**src/rtl/pipe_stage_chain.sv**
```systemverilog
// pipe_stage_chain: valid/ready register chain of STAGES stages carrying a
// DATA_W payload at full throughput, with synchronous flush. SKID=1 puts a
// skid register in every stage so that ready_o comes straight from a flop.
module pipe_stage_chain #(
    parameter  int DATA_W = 32,
    parameter  int STAGES = 1,
    parameter  int SKID   = 0,
    localparam int CNT_W  = $clog2(STAGES*(1+SKID)+1)
) (
    input  logic              clk,
    input  logic              rst,
    input  logic              flush_i,
    input  logic              valid_i,
    input  logic [DATA_W-1:0] data_i,
    output logic              ready_o,
    output logic              valid_o,
    output logic [DATA_W-1:0] data_o,
    input  logic              ready_i,
    output logic [CNT_W-1:0]  occupancy_o
);

    // Index k is the boundary in front of stage k; index STAGES is the output port.
    logic              w_vld [STAGES+1];
    logic [DATA_W-1:0] w_dat [STAGES+1];
    logic              w_rdy [STAGES+1];

    logic              w_in_xfer;
    logic              w_out_xfer;
    logic [CNT_W-1:0]  r_occ;

    assign w_vld[0]      = valid_i;
    assign w_dat[0]      = data_i;
    assign w_rdy[STAGES] = ready_i;

    assign ready_o = w_rdy[0];
    assign valid_o = w_vld[STAGES];
    assign data_o  = w_dat[STAGES];

    for (genvar k = 0; k < STAGES; k++) begin : g_stage
        if (SKID == 0) begin : g_pass
            logic              r_main_vld;
            logic [DATA_W-1:0] r_main_dat;
            logic              w_cke;

            // A stage may load whenever it is empty or its content is leaving.
            assign w_cke    = ~r_main_vld | w_rdy[k+1];
            assign w_rdy[k] = w_cke;

            // Main register: take whatever the upstream side presents on cke.
            always_ff @(posedge clk or posedge rst) begin
                if (rst) begin
                    r_main_vld <= 1'b0;
                    r_main_dat <= '0;
                end else if (flush_i) begin
                    r_main_vld <= 1'b0;
                end else if (w_cke) begin
                    r_main_vld <= w_vld[k];
                    r_main_dat <= w_dat[k];
                end
            end

            assign w_vld[k+1] = r_main_vld;
            assign w_dat[k+1] = r_main_dat;
        end else begin : g_skid
            logic              r_main_vld;
            logic [DATA_W-1:0] r_main_dat;
            logic              r_skid_vld;
            logic [DATA_W-1:0] r_skid_dat;
            logic              w_up_xfer;

            // Upstream ready is purely the skid-empty flop, isolating ready_i.
            assign w_rdy[k]  = ~r_skid_vld;
            assign w_up_xfer = w_vld[k] & ~r_skid_vld;

            // Main/skid pair: skid catches the item that arrives while main is stalled,
            // and is always drained into main before any newer upstream item.
            always_ff @(posedge clk or posedge rst) begin
                if (rst) begin
                    r_main_vld <= 1'b0;
                    r_main_dat <= '0;
                    r_skid_vld <= 1'b0;
                    r_skid_dat <= '0;
                end else if (flush_i) begin
                    r_main_vld <= 1'b0;
                    r_skid_vld <= 1'b0;
                end else if (~r_main_vld | w_rdy[k+1]) begin
                    if (r_skid_vld) begin
                        r_main_vld <= 1'b1;
                        r_main_dat <= r_skid_dat;
                        r_skid_vld <= 1'b0;
                    end else begin
                        r_main_vld <= w_up_xfer;
                        if (w_up_xfer) begin
                            r_main_dat <= w_dat[k];
                        end
                    end
                end else if (w_up_xfer) begin
                    r_skid_vld <= 1'b1;
                    r_skid_dat <= w_dat[k];
                end
            end

            assign w_vld[k+1] = r_main_vld;
            assign w_dat[k+1] = r_main_dat;
        end
    end

    assign w_in_xfer  = valid_i & w_rdy[0];
    assign w_out_xfer = w_vld[STAGES] & ready_i;

    // Occupancy: net change of port transfers; flush empties the chain.
    always_ff @(posedge clk or posedge rst) begin
        if (rst) begin
            r_occ <= '0;
        end else if (flush_i) begin
            r_occ <= '0;
        end else begin
            r_occ <= r_occ + CNT_W'(w_in_xfer) - CNT_W'(w_out_xfer);
        end
    end

    assign occupancy_o = r_occ;

endmodule

```
**config.mk**
```make
export PLATFORM = sky130hd
export DESIGN_NAME = pipe_stage_chain
export DESIGN_NICKNAME = d
export VERILOG_FILES = /design/src/rtl/pipe_stage_chain.sv
export SDC_FILE = /design/constraint.sdc
export NUM_CORES = 1
export LEC_CHECK = 0
export CAP_MARGIN = 20
export CORE_MARGIN = 5
export CORE_UTILIZATION = 40
export DETAILED_ROUTE_END_ITERATION = 10
export GPL_TIMING_DRIVEN = 0
export PLACE_DENSITY = 0.8
export SYNTH_ARGS = -nofsm -noshare
export SYNTH_HDL_FRONTEND = slang
export SYNTH_SLANG_ARGS = --single-unit
```
**constraint.sdc**
```tcl
create_clock -name clk -period 2.6 [get_ports clk]
set_input_delay 0.52 -clock clk [delete_from_list [all_inputs] [get_ports clk]]
set_output_delay 0.52 -clock clk [all_outputs]
set_load 0.03 [all_outputs]
```
=== Word-level counts from Yosys, hierarchy flattened ===
Cells that the tools add are included.

* Mux-type cells: 3
* Add/subtract/negate cells: 2
* Bitwise gates (word level): 5
* Reductions and logical operators: 2

{| class="wikitable"
|+ Operators by type and width
! kind !! count
|-
| 1-bit 2-to-1 mux || 3
|-
| 1-bit bitwise AND || 2
|-
| 1-bit NOT || 2
|-
| 2-bit AND reduction || 1
|-
| 2-bit nonzero test || 1
|-
| 1-bit adder || 1
|-
| 1-bit OR || 1
|-
| 1-bit subtractor || 1
|}

* Register bits after elaboration: 34
* Input port bits: 37

=== Longest topological paths before layout ===
* Depth after elaboration: 6
* Depth in mapped cells: 4
* Gate-level depth less buffers: 3

=== Least setup slack after synthesis ===
No wires, ideal clock.

* Kind: register to output
* Start: reg g_stage[0].g_pass.r_main_vld (netlist: valid_o)
* End: out ready_o
* Slack: 1.172 ns
* Arrival time: 0.908 ns
* Required time: 2.080 ns
* Buffers on the path: 0
* Stages on the path, launching flop included: 3
* Cell sequence: dfrtp_1 > nor2b_4 > inv_1

* Longest elaborated chain between the ends: 2

{| class="wikitable"
|+ Ends and longest elaborated chain
! what !! RTL line !! source
|-
| start: declaration || 41 || <nowiki>logic r_main_vld;</nowiki>
|-
| start signal: assignment || 57 || <nowiki>r_main_vld <= w_vld[k];</nowiki>
|-
| 1-bit NOT || 46 || <nowiki>assign w_cke = ~r_main_vld | w_rdy[k+1];</nowiki>
|-
| 1-bit OR || 46 ||
|-
| end: declaration || 15 || <nowiki>output logic ready_o,</nowiki>
|}

No other way between the ends.

=== Worst setup path in the final report ===
* Start: in ready_i
* End: out ready_o

* Longest elaborated chain between the ends: 1

{| class="wikitable"
|+ Ends and longest elaborated chain
! what !! RTL line !! source
|-
| start: declaration || 18 || <nowiki>input logic ready_i,</nowiki>
|-
| 1-bit OR || 46 ||
|}

No other way between the ends.

==> impl_metrics.yaml <==
power_and_ir_drop:
  power_mw: 1.38
  seqPwrFrac_pct: 45.9
  power.leakage_nw: 1.01
  p_sw_mw: 0.423
  p_int_mw: 0.954
  clockPowerShare_pct: 19.1
  p_sw_share_pct: 30.7
  p_per_area_nw_per_um2: 607
  ir_drop_mv: 0.373
  pwr-share-comb_pct: 35.0
drt:
  wirelength_um: 3300
  wl_per_cell_um: 16.1
  drc: 0
  drt_iter0_drc: 48
  antenna_left: 0
  num_vias: 929
  routed_via_density: 4.53
  drtPass1Iterations: 4
grt:
  track_usage_pct: 14.1
  grt.overflow.total: 0
  grt_max_degree: 21
  grt_pass1_wl_um: 5260
  grt_pass1_vias: 1022
  antenna_found_initial: 0
worst_setup_path:
  path_class: "in -> out"
  startpoint: "ready_i"
  startpoint_type: "input port"
  cp_cell_sequence: "clkdlybuf4s50_1 -> nor2b_4 -> inv_1 -> clkdlybuf4s50_1"
  critPathMaxStageDelay_ns: 0.66
  end_kind: "output pin"
  crit_top_cell: "clkdlybuf4s50_1"
  worst_ep_required_time_ns: 2.08
  crit_path_max_fanout: 3
  r2r_end: "data_o[24]"
  slowest_stage: "clkdlybuf4s50_1"
  r2r_start: "valid_o"
  rrSetupSlack_ns: 1.23
  r2r_cells: 4
  arrival_ns: 1.82
cts:
  cts_max_path_buffers: 2
  post-cts-setup-buffer-count: 0
  cts_tree: "done"
  htree_num_levels: 2
  clk_pin_slew_ns: 0.10
  ctsHoldBuffers: 0
  clk-insertion-delay-late_ns: 0.32
  cts-root-buf: "clkbuf_4"
  cts_buffers: 5
  cts-resized-gates: 0
  cts_sinks: 34
timing:
  finalCritPeriodShare_pct: 90.0
  slew_violations: 0
  worst_pin_slew_ns: 0.649
  slew_headroom_pct: 56.7
  setup_ws_ns: 0.260
  setup_tns_ns: 0
  finalCriticalPeriod_ns: 2.34
  holdWs_ns: 0.521
  finalSetupViolations: 0
  fmax_mhz: 427
  fin_skew_ns: 0.0109
  rsz0062_at_grt: "false"
  hold_violations: 0
synth:
  synth-simple-area-share_pct: 3.59
  synth_warnings: 0
  syn_inst: 80
  ys_ff_latch: 34
  synth_area_per_cell_um2: 17.9
  synth-xor-area-share_pct: 0
  syn_nets: 117
  synth_adder_area_share_pct: 0
  yosysSeqAreaShare_pct: 59.5
  synth_mux_area_share_pct: 33.1
  syn_area_um2: 1430
  synth-compound-area-share_pct: 0.876
  ys_types: 13
  synth_top_family_by_area: "multiplexers"
layout:
  drive_above_1_share_pct: 27.0
  synthToLayoutAreaGrowth_pct: 58.8
  stdcell_area_um2: 2270
  antenna_cells: 0
  fin_nets: 196
  final_core_util_pct: 67.0
  layout.cells.non_filler: 205
  final_common_cell: "clkdlybuf4s50_1"
  final_cell_mix: "clkdlybuf4s50_1 (71), dfrtp_1 (34), mux2_4 (30)"
placed_design:
  dpl_worst_slack_ns: 0.265
  place_inst: 198
  io_buffers: 71
  gp_congestion: 0.659
  place_hpwl_um: 2570
  placed_cell_area_um2: 2220
floorplanning:
  initial_core_util_pct: 42.2
  dieHeight_um: 69.8
  dieArea_um2: 4870
  io_pins: 72
  die_w_um: 69.8
  rows: 21
  core_area_um2: 3390
min_path:
  holdPathStages: 1
  min_to: "data_o[29]"
  hold_class: "reg -> reg"
  worstHoldStart: "data_o[29]"
run:
  drv_cap: 0
run_status:
  outcome: "finished, final reports clean"
==> state kept, by name, summed over array words and instances, names as in the netlist <==
signal / cells
data_o: 32
occupancy_o: 1
valid_o: 1
==> final cells by class <==
cell class | instances | area, µm²
Multi-Input combinational cell | 41 | 537
Buffer | 3 | 33.8
Sequential cell | 34 | 851
Timing Repair Buffer | 72 | 738
Clock buffer | 7 | 45.0
Tap cell | 46 | 57.6
Fill cell | 233 | 1120
Inverter | 2 | 7.51
==> power by group through the flow <==
stage                     clock, mW  combinational [mW]  sequential (mW)
after floorplan                   0               0.137            0.768
after global placement            0               0.474            0.637
after detailed placement          0               0.487            0.641
after CTS                     0.276               0.489            0.633
after global routing          0.302               0.504            0.641
final                         0.263               0.482            0.632
==> cell families after synthesis <==
family          count (synthesis)
mux                            32
compound gates                  2
simple gates                    7
flops                          34
buf+inv                         5
==> worst max-delay path: cells and delay by family <==
family        cells  cell delay, ns
buf+inv           3            1.23
simple gates      1            0.07
==> cells in the mapped netlist, drive strengths merged <==
library cell | instances | share of area [%]
a21oi | 1 | 0.35
buf | 3 | 2.4
nor2 | 3 | 1.3
a21o | 1 | 0.53
dfrtp | 34 | 60
inv | 2 | 0.53
nand3 | 1 | 0.35
mux2 | 32 | 33
nand2b | 1 | 0.44
nor2b | 1 | 0.96
nand3b | 1 | 0.53
==> worst max-delay path by stage <==
stage / endpoint / slack [ns] / depth (start not counted)
2_1_floorplan: ready_o / 1.17 / 2
3_3_place_gp: ready_o / 0.26 / 4
3_5_place_dp: ready_o / 0.27 / 4
4_1_cts: ready_o / 0.26 / 4
5_1_grt: ready_o / 0.21 / 4
6_report: ready_o / 0.26 / 4
==> metal layers <==
| metal | global-route usage [%] | share of wire (%) | up-vias |
|---|---|---|---|
| li1 | - | - | 431 |
| met1 | 15.8 | 40 | 448 |
| met2 | 22.5 | 49 | 45 |
| met3 | 7.39 | 10 | 5 |
| met4 | 5.74 | 1.2 | 0 |
| met5 | 0 | 0 | - |
(Power assumes the default switching activity.)
